===== src/rtl/node_layer_sequencer.sv =====
// node_layer_sequencer: computes a whole fully-connected layer on one shared
// float multiply/add pair, one neuron at a time, with ReLU on each result.
//
// Ports:
//   clk, rst_n          clock, asynchronous active-low reset
//   start / busy / done layer request, in-progress flag, completion pulse
//   act_addr/act_data   activation ROM/RAM port (1-cycle read latency)
//   w_addr/w_data       weight port, address j*N_IN+i
//   b_addr/b_data       bias port, address j
//   mul_x/mul_y/mul_z   operands to / product from the external multiplier
//   add_a/add_b/add_out operands to / sum from the external adder
//   out_we/out_addr/out_data  output buffer write port
module node_layer_sequencer #(
    parameter int N_IN  = 15,
    parameter int N_OUT = 32,
    parameter int AW_A  = 4,
    parameter int AW_W  = 9,
    parameter int AW_O  = 5
) (
    input  logic            clk,
    input  logic            rst_n,
    input  logic            start,
    output logic            busy,
    output logic            done,
    output logic [AW_A-1:0] act_addr,
    input  logic [31:0]     act_data,
    output logic [AW_W-1:0] w_addr,
    input  logic [31:0]     w_data,
    output logic [AW_O-1:0] b_addr,
    input  logic [31:0]     b_data,
    output logic [31:0]     mul_x,
    output logic [31:0]     mul_y,
    input  logic [31:0]     mul_z,
    output logic [31:0]     add_a,
    output logic [31:0]     add_b,
    input  logic [31:0]     add_out,
    output logic            out_we,
    output logic [AW_O-1:0] out_addr,
    output logic [31:0]     out_data
);

    typedef enum logic [2:0] {
        S_IDLE,
        S_FETCH,
        S_MAC,
        S_WRITE,
        S_DONE
    } state_t;

    localparam logic [AW_A-1:0] I_LAST = AW_A'(N_IN - 1);
    localparam logic [AW_O-1:0] J_LAST = AW_O'(N_OUT - 1);
    localparam logic [AW_W-1:0] W_STEP = AW_W'(N_IN);

    state_t          state;
    state_t          state_nx;
    logic [AW_O-1:0] j;
    logic [AW_A-1:0] i;
    // j*N_IN kept as a running sum so no multiplier is needed
    logic [AW_W-1:0] wbase;
    logic [31:0]     acc;

    // Last operands seen by the arithmetic units, held outside MAC
    logic [31:0]     mx_q;
    logic [31:0]     my_q;
    logic [31:0]     aa_q;
    logic [31:0]     ab_q;

    always_ff @(posedge clk or negedge rst_n) begin
        if (!rst_n) begin
            state <= S_IDLE;
            j     <= '0;
            i     <= '0;
            wbase <= '0;
            acc   <= '0;
            mx_q  <= '0;
            my_q  <= '0;
            aa_q  <= '0;
            ab_q  <= '0;
        end else begin
            state <= state_nx;
            unique case (state)
                S_IDLE: begin
                    if (start) begin
                        j     <= '0;
                        wbase <= '0;
                    end
                end
                S_FETCH: begin
                    i <= '0;
                end
                S_MAC: begin
                    acc  <= add_out;
                    i    <= i + AW_A'(1);
                    mx_q <= act_data;
                    my_q <= w_data;
                    aa_q <= add_a;
                    ab_q <= add_b;
                end
                S_WRITE: begin
                    if (j != J_LAST) begin
                        j     <= j + AW_O'(1);
                        wbase <= wbase + W_STEP;
                    end
                end
                default: begin
                end
            endcase
        end
    end

    always_comb begin
        state_nx = state;
        busy     = 1'b0;
        done     = 1'b0;
        out_we   = 1'b0;
        out_addr = '0;
        out_data = '0;
        act_addr = '0;
        w_addr   = '0;
        b_addr   = '0;
        mul_x    = mx_q;
        mul_y    = my_q;
        add_a    = aa_q;
        add_b    = ab_q;
        unique case (state)
            S_IDLE: begin
                if (start) begin
                    state_nx = S_FETCH;
                end
            end
            S_FETCH: begin
                busy     = 1'b1;
                b_addr   = j;
                act_addr = '0;
                w_addr   = wbase;
                state_nx = S_MAC;
            end
            S_MAC: begin
                busy     = 1'b1;
                // Prefetch index i+1 while index i is being accumulated
                act_addr = i + AW_A'(1);
                w_addr   = wbase + AW_W'(i) + AW_W'(1);
                mul_x    = act_data;
                mul_y    = w_data;
                // The bias seeds the sum in place of a separate init cycle
                add_a    = (i == '0) ? b_data : acc;
                add_b    = mul_z;
                if (i == I_LAST) begin
                    state_nx = S_WRITE;
                end
            end
            S_WRITE: begin
                busy     = 1'b1;
                out_we   = 1'b1;
                out_addr = j;
                // ReLU on the sign bit alone; -0.0 also becomes +0
                out_data = acc[31] ? 32'h0 : acc;
                state_nx = (j == J_LAST) ? S_DONE : S_FETCH;
            end
            S_DONE: begin
                done     = 1'b1;
                state_nx = S_IDLE;
            end
            default: begin
                state_nx = S_IDLE;
            end
        endcase
    end

endmodule


===== config.mk =====
export PLATFORM = sky130hd
export DESIGN_NAME = node_layer_sequencer
export DESIGN_NICKNAME = d
export VERILOG_FILES = /design/src/rtl/node_layer_sequencer.sv
export SDC_FILE = /design/constraint.sdc
export NUM_CORES = 1
export LEC_CHECK = 0
export CORE_UTILIZATION = 46
export CTS_CLUSTER_SIZE = 24
export DETAILED_ROUTE_END_ITERATION = 8
export PLACE_DENSITY = 0.86
export SYNTH_ARGS = -nofsm -noshare
export SYNTH_HDL_FRONTEND = slang
export SYNTH_SLANG_ARGS = --single-unit

===== constraint.sdc =====
create_clock -name clk -period 4.26 [get_ports clk]
set_input_delay 0.426 -clock clk [delete_from_list [all_inputs] [get_ports clk]]
set_output_delay 0.426 -clock clk [all_outputs]
set_load 0.01 [all_outputs]

Yosys cells after proc, flatten, opt, wreduce, memory -nomap -nowiden
Index checks and enable logic that the tools add are counted.
- input bits: 163
- flip-flop bits (word level): 181
- word-level logic and storage cells: 56
- $add $sub $neg: 5
- muxes and demuxes: 25
- eq/ne operators: 10
- reductions and logical operators: 7
- operator list (cell ; count):
    2-to-1 mux 32 bit ; 5
    2-to-1 mux 31 bit ; 2
    case mux 9 bit (2 select lines) ; 2
    2-to-1 mux 5 bit ; 4
    2-to-1 mux 9 bit ; 2
    case mux 3 bit (4 select lines) ; 1
    case mux 5 bit (2 select lines) ; 1
    adder 9 x 1 -> 9 bit (second input constant) ; 1
    adder 9 x 4 -> 9 bit ; 1
    adder 9 x 4 -> 9 bit (second input constant) ; 1
    2-to-1 mux 3 bit ; 3
    case mux 4 bit (2 select lines) ; 1
    == test 3 x 2 -> 1 bit (second input constant) ; 2
    inequality test 2 bit (second input constant) ; 3
    adder 5 x 1 -> 5 bit (second input constant) ; 1
    == test 5 bit (second input constant) ; 1
    inequality test 5 bit (second input constant) ; 1
    adder 4 x 1 -> 4 bit (second input constant) ; 1
    == test 4 bit (second input constant) ; 1
    logical NOT 4 bit ; 1
    2-to-1 mux 4 bit ; 1
    nonzero test 2 bit ; 2
    == test 3 x 1 -> 1 bit (second input constant) ; 1
    == test 3 bit (second input constant) ; 1
    other kinds (5) ; 7

Logic depth before layout (Yosys ltp)
Gate-level depths: netlist (run 1).
- depth after elaboration: 3
- depth in mapped cells: 8
- gate-level depth less buffers: 8

Least setup slack after synthesis (run 1)
No wires, ideal clock.
- path kind: register -> output
- from: register i[1]
- to: output port add_a[11]
- cell stages (with the launch flop): 8
- path buffers: 2
- required time: 3.834 ns
- setup slack: 1.915 ns
- arrival time: 1.919 ns
- path through: dfrtp_1 inv_1 ha_1 nor3b_1 clkbuf_1 buf_1 mux2i_1 o21ai_0
- word-level cells in the longest chain between the ends: 3
- RTL lines (what ; RTL line ; source):
    start: declaration ; 57 ; logic [AW_A-1:0] i;
    start signal: assignment ; 93 ; i <= i + AW_A'(1);
    logical NOT 4 bit ; 146 ; add_a = (i == '0) ? b_data : acc;
    2-to-1 mux 32 bit ; 146 ;
    2-to-1 mux 32 bit ; 125 ; unique case (state)
    end: declaration ; 34 ; output logic [31:0] add_a,
No other way between the ends.

Worst setup path in the final report (run 1)
- from: register state[2]
- to: output port add_a[15]
- word-level cells in the longest chain between the ends: 2
- RTL lines (what ; RTL line ; source):
    start: declaration ; 54 ; state_t state;
    start signal: assignment ; 80 ; state <= state_nx;
    == test 3 x 2 -> 1 bit ; 125 ;
    2-to-1 mux 32 bit ; 125 ;
No other way between the ends.

==> metrics, run 1 <==
result of the run finished clean; Placed Instances 1487; critical path, cell by cell or3b_4, buf_12, nand2_1, o21ai_0, clkdlybuf4s50_1; pin count of the biggest net entering global routing 101; Net Switching 0.921 mW; Final Hold Fails 0; die area 18400 um2; combinational power share 12.6%; antenna violations before repair 2; flip-flop cell with the highest count after synthesis sky130_fd_sc_hd__dfrtp_1; clock tree from TritonCTS built; Cell Area, Synth 8230 um2; via count of the first global-routing pass 7683; Starting DRT DRC Count 387; placer's final routability congestion estimate 0.824; hold crit path type in2async; switching part of the total 23.5%; drt via density 5.09; router iterations before antenna repair 5; IO buf count 347; Non-Filler Instances 1521; fraction of registers with async set/reset 100%; highest net fanout along the worst path 89; Post-Route Skew 0.0175 ns; number of enable flip-flop cells after synthesis 0; met1 GRT Util 30.9%; width of the chip 136 um; number of antenna-violating nets in the routed design 0; Reg clk slew, reported paths 0.07 ns; P_leak 5.67 nW; post-CTS setup-driven buffer insertion count 0; maximum level of the CTS H-tree 4; Detailed Route WL 24800 um; setup TNS after final layout 0 ns; number of sinks handled by clock tree synthesis 181; worst rel slew slack 34.6%; total grt overflow 0; filler instances 1272; layout overhead on the synthesized area 51.8%; final-report max-slew violation count 0; post-DR wirelength/cell 16.3 um; Max Clock Freq 284 MHz; routing usage on met2 47.6%; Reg2Reg Capture Point wbase[7]$_DFFE_PN0P_; number of clock buffers inserted by TritonCTS 17; HPWL after DPL 17900 um; internal reg-to-reg setup slack 1.76 ns; synthesized instance count 958; portion of total power attributed to sequential cells 47.0%; Critical R2R Launch j[0]$_DFFE_PN0P_; clock network latency to the later pin of the worst-skew pair 0.43 ns; critical path endpoint add_a[15]; final layout net count 1455; DRC violations left 0; row count 48; element type at the critical path start register; delay contributed by the slowest stage of the critical path 0.86 ns; unique cell type count in the Yosys netlist 42; grt peak-use layer met2; total nets after synthesis 1132; overall power consumption 3.92 mW; beginning of the critical path state[2]$_DFFE_PN0P_; total power divided by cell area 313 nW/um2; post-cts gate resize count 0; number of max-capacitance violations reported 0; Std-Cell Core Area 17400 um2; flip-flop and latch count after synthesis 181; clock root cell sky130_fd_sc_hd__clkbuf_16; critical path endpoint category output port; proportion of layout cells with a drive suffix above 1 3.94%; required time at the endpoint of the critical path 3.83 ns; Seq/Total Area, Yosys 55.0%; arrival time reported for the critical path endpoint 3.09 ns; Die H 136 um; Tmin final 3.52 ns; RSZ-0062 raised after global routing false; global-route wire length before repair 38700 um; part of the power in the clock network 40.4%; total via count after detailed routing 7737; depth of the most critical reg-to-reg path 7; classification of the worst setup path reg2out; starting utilization of the core area 47.4%; period utilisation layout 82.6%; Peak VDD IR 0.000266 V; global-route track usage on met3 7.97%; Max clock buf depth 2; crit path max-delay cell type sky130_fd_sc_hd__or3b_4; Final setup violation count 0; count of warnings emitted by yosys 0; total global routing track utilization 27.5%; P_int 2.99 mW; transition time at the pin with the least slew margin 0.981 ns; # hold bufs at CTS 0; post-synthesis average cell area 8.59 um2; count of boundary I/O pins 349
layout make-up:
type	count	area (um2)	area share (%)
Tap cell	225	282	2.25
Clock buffer	19	453	3.63
Clock inverter	13	149	1.19
Sequential cell	181	4530	36.3
Multi-Input combinational cell	713	3440	27.5
Antenna cell	2	5.00	0.0401
Timing Repair Buffer	359	3600	28.8
Inverter	9	33.8	0.270
worst min-delay path by stage:
stage               slack [ns]  cells after the start            startpoint                    to
floorplan                 0.13                      0                 rst_n   aa_q[0]$_DFFE_PN0P_
global placement          0.45                      2  aa_q[17]$_DFFE_PN0P_  aa_q[17]$_DFFE_PN0P_
detailed placement        0.46                      2    mx_q[16]$_DFF_PN0_    mx_q[16]$_DFF_PN0_
CTS                       0.12                      1                 rst_n  wbase[0]$_DFFE_PN0P_
global route              0.14                      1                 rst_n  wbase[0]$_DFFE_PN0P_
finish                    0.09                      1                 rst_n  wbase[0]$_DFFE_PN0P_
metal layers:
layer | part of all wire [%] | wire [um] | vias to the layer above
met5 | 0 | 0 | -
met2 | 52 | 12900 | 305
li1 | - | - | 3705
met1 | 37 | 9190 | 3677
met3 | 7.4 | 1830 | 50
met4 | 3.6 | 883 | 0
registers in the layout, summed over array words and instances, names as in the netlist:
register and count:
mx_q 32, ab_q 32, acc 32, state 3
j 5, wbase 9, my_q 32, aa_q 32
i 4
cell usage after synthesis, drive strengths merged (8+ instances only):
cell    instances  area share, %
dfrtp         181             55
inv             9           0.41
and2           44            3.3
o21ai          77            4.7
a21oi           8           0.49
buf            15            1.1
nand2         461             21
clkbuf         40            1.8
nor2           17           0.78
ha             10            1.5
mux2i          32            3.9
power groups by stage:
stage	Sequential, mW	Clock (mW)	Combinational, mW
2_1_floorplan	1.86	0	0.143
3_3_place_gp	1.87	0	0.484
3_5_place_dp	1.87	0	0.493
4_1_cts	1.84	1.62	0.497
5_1_grt	1.85	1.68	0.537
6_report	1.84	1.58	0.493
logic make-up after synthesis:
group                      share of synthesized area (%)
and+or+nand+nor                                     27.4
DFF                                                 55.0
AOI/OAI and AO/OA                                   7.78
buffers and inverters                               3.38
xor gates and xnor gates                           0.745
adders and majority gates                           1.76
other                                             0.0456
muxes                                               3.89
per-stage QoR:
stage | hold WS, ns | setup slack [ns] | area [um2] | util [%]
final | 0.0906 | 0.740 | 12500 | 72.0
after detailed placement | 0.458 | 1.22 | 11900 | 68.5
after floorplan | 0.130 | 1.91 | 8230 | -
after global routing | 0.143 | 0.526 | 12500 | 72.0
after global placement | 0.451 | 1.28 | 11900 | 68.5
after CTS | 0.124 | 0.742 | 12500 | 71.9
worst max-delay path, delay by kind of cell, from the launching register on:
| kind | cells | cell delay [ns] |
|---|---|---|
| flops | 1 | 0.61 |
| simple gates | 2 | 0.97 |
| buf+inv | 2 | 0.92 |
| compound gates | 1 | 0.11 |
cell usage in the layout, fill, tap and decap left out, types with 8 or more instances in the layout:
master                            netlist  final
sky130_fd_sc_hd__a21oi_1                8      8
sky130_fd_sc_hd__inv_1                  9      9
sky130_fd_sc_hd__clkdlybuf4s50_1        0    346
sky130_fd_sc_hd__and2_1                44     44
sky130_fd_sc_hd__nor2_1                17     16
sky130_fd_sc_hd__mux2i_1               32     32
sky130_fd_sc_hd__nand2_1              461    461
sky130_fd_sc_hd__buf_4                  1      9
sky130_fd_sc_hd__ha_1                  10     10
sky130_fd_sc_hd__dfrtp_1              181    181
sky130_fd_sc_hd__clkbuf_16              0     17
sky130_fd_sc_hd__o21ai_0               77     77
(Power assumes the default switching activity.)
==> run 2, diff against run 1 <==
--- a/config.mk
+++ b/config.mk
@@ -5,10 +5,10 @@
 export SDC_FILE = /design/constraint.sdc
 export NUM_CORES = 1
 export LEC_CHECK = 0
-export CORE_UTILIZATION = 46
+export CORE_UTILIZATION = 39
 export CTS_CLUSTER_SIZE = 24
 export DETAILED_ROUTE_END_ITERATION = 8
-export PLACE_DENSITY = 0.86
+export PLACE_DENSITY = 0.77
 export SYNTH_ARGS = -nofsm -noshare
 export SYNTH_HDL_FRONTEND = slang
 export SYNTH_SLANG_ARGS = --single-unit
==> constraint.sdc (replaced) <==
create_clock -name clk -period 3.1 [get_ports clk]
set_input_delay 0.31 -clock clk [delete_from_list [all_inputs] [get_ports clk]]
set_output_delay 0.31 -clock clk [all_outputs]
set_load 0.01 [all_outputs]
==> metrics, run 2 (synthesis gave the netlist of run 1 again) <==
P_leak 5.72 nW (+0.85%); highest net fanout along the worst path 90 (+1.1%); combinational power share 12.7% (about the same); Std-Cell Core Area 20400 um2 (+18%); period utilisation layout 95.8%; RSZ-0062 raised after global routing true; Detailed Route WL 23900 um (-3.5%); Post-Route Skew 0.0192 ns (+0.00166 ns); router iterations before antenna repair 4 (-1); portion of total power attributed to sequential cells 48.0% (+1.0 points); HPWL after DPL 17300 um (-3.0%); hold endpoint acc[13]$_DFFE_PN0P_; # diodes 0 (-2); row count 52 (+8.3%); Final setup violation count 0 (unchanged); drt via density 4.81 (-5.4%); maximum level of the CTS H-tree 4 (unchanged); final-report max-slew violation count 0 (unchanged); Max Clock Freq 337 MHz; count of boundary I/O pins 349 (unchanged); clock root cell sky130_fd_sc_hd__clkbuf_16; post-DR wirelength/cell 15.2 um (-6.5%); total grt overflow 0 (unchanged); Reg2Reg Capture Point wbase[7]$_DFFE_PN0P_; antenna violations before repair 0 (-2); Critical R2R Launch j[0]$_DFFE_PN0P_; placer's final routability congestion estimate 0.829 (+0.64%); width of the chip 147 um (+8.5%); Tmin final 2.97 ns; Starting DRT DRC Count 334 (-14%); die area 21700 um2 (+18%); Hold Path Origin add_out[13]; Die H 147 um (+8.5%); number of antenna-violating nets in the routed design 0 (unchanged); via count of the first global-routing pass 7456 (-3.0%); worst rel slew slack 58.2% (+24 points); result of the run finished clean; classification of the worst setup path reg2out; starting utilization of the core area 40.3% (-7.1 points); part of the power in the clock network 39.3% (-1.1 points); switching part of the total 25.3% (+1.8 points); final layout net count 1461 (+0.41%); number of clock buffers inserted by TritonCTS 17 (unchanged); global-route wire length before repair 38100 um (-1.6%); clock tree from TritonCTS built; Non-Filler Instances 1569 (+3.2%); critical path endpoint category output port; Peak VDD IR 0.000334 V (+26%); IO buf count 347 (unchanged); number of sinks handled by clock tree synthesis 181 (unchanged); Final Hold Fails 0 (unchanged); filler instances 1738 (+37%); number of max-capacitance violations reported 0 (unchanged); clock network latency to the later pin of the worst-skew pair 0.43 ns (about the same); PnR worst setup slack 0.131 ns (-0.609 ns); depth of the most critical reg-to-reg path 7 (unchanged); depth of the worst hold-timing path 3; Net Switching 1.33 mW (+45%); total via count after detailed routing 7553 (-2.4%); most frequent standard cell in the layout excluding fill and tap cells sky130_fd_sc_hd__nand2_1; Max clock buf depth 2 (unchanged); pin count of the biggest net entering global routing 91 (-9.9%); post-CTS setup-driven buffer insertion count 0 (unchanged); required time at the endpoint of the critical path 2.79 ns (-1.04 ns); P_int 3.93 mW (+31%); DRC violations left 0 (unchanged); hold crit path type in2reg; arrival time reported for the critical path endpoint 2.66 ns (-0.43 ns); Reg clk slew, reported paths 0.08 ns (about the same); total power divided by cell area 418 nW/um2 (+33%); smallest hold slack 0.406 ns (+0.315 ns); transition time at the pin with the least slew margin 0.628 ns (-0.354 ns); proportion of layout cells with a drive suffix above 1 4.46% (+0.52 points); total global routing track utilization 22.4% (-5.1 points); layout overhead on the synthesized area 53.1%; element type at the critical path start register; internal reg-to-reg setup slack 0.60 ns (-1.16 ns); Placement Setup Slack 0.310 ns (-0.907 ns); top library cells by usage in the layout, fill and taps aside 461 x sky130_fd_sc_hd__nand2_1, 341 x sky130_fd_sc_hd__clkdlybuf4s50_1, 180 x sky130_fd_sc_hd__dfrtp_1; beginning of the critical path state[1]$_DFFE_PN0P_; Placed Instances 1537 (+3.4%); setup TNS after final layout 0 ns (unchanged)
[run 2: cell types whose count changed in the layout (fill, tap and decap cells not counted), sizes merged]
cell and change:
clkdlybuf4s50 -5, inv +5, buf +4, dlygate4sd2 +3
bufinv -2, clkinv -2, diode -2, dlymetal6s2s +2
clkbuf -1, dlygate4sd3 +1
[run 2: power groups by stage]
stage                     Combinational [mW]  Sequential (mW)  Clock [mW]
after floorplan                        0.197             2.55           0
after global placement                 0.667             2.57           0
after detailed placement               0.675             2.57           0
after CTS                              0.678             2.52        2.12
after global routing                   0.734             2.54        2.21
final                                  0.669             2.52        2.07
[run 2: worst max-delay path, stage by stage, from the launching register on]
cell and delay [ns]:
sky130_fd_sc_hd__dfrtp_1 0.47, sky130_fd_sc_hd__or3b_4 0.45, sky130_fd_sc_hd__buf_12 0.35, sky130_fd_sc_hd__buf_4 0.25, sky130_fd_sc_hd__nand2_1 0.06, sky130_fd_sc_hd__nand2_1 0.08
sky130_fd_sc_hd__clkdlybuf4s50_1 0.55
[run 2: cell type report]
cell class | count | area [um2] | share of cell area (%)
well taps | 270 | 338 | 2.68
repair buffers | 365 | 3690 | 29.3
flip-flops and latches | 181 | 4530 | 36.0
multi-input cells | 713 | 3440 | 27.3
clock buffers | 17 | 425 | 3.38
inverters | 9 | 33.8 | 0.268
clock inverters | 14 | 134 | 1.06
[run 2: repair_timing]
item | in CTS | in global routing
setup endpoints to repair | 5 | 14
gates cloned | 0 | 0
endpoints found under the hold margin | 64 | 0
hold buffers | 1 | 0
resized for setup | 5 | 5
[run 2: metal layers]
metal / part of all wire (%) / wire (um) / vias to the layer above / GRT usage [%]
met5: 0 / 0 / - / 0
met4: 3.8 / 911 / 0 / 10.9
met3: 9.3 / 2220 / 53 / 7.30
met2: 48 / 11400 / 299 / 35.8
met1: 39 / 9410 / 3473 / 27.1
li1: - / - / 3728 / -
[run 2: worst max path at each step]
stage	cells after the start	slack, ns	end
after floorplan	7	0.87	add_a[11]
after global placement	9	0.38	w_addr[6]
after detailed placement	9	0.31	w_addr[8]
after CTS	7	0.03	add_a[20]
after global routing	6	-0.02	mul_x[31]
final	6	0.13	mul_y[3]
[run 2: per-stage QoR]
step / utilization [%] / power (mW) / area [um2]
after floorplan: - / 2.75 / 8230
final: 61.7 / 5.26 / 12600
after CTS: 61.6 / 5.32 / 12600
after global placement: 58.8 / 3.23 / 12000
after global routing: 61.7 / 5.48 / 12600
after detailed placement: 58.8 / 3.25 / 12000
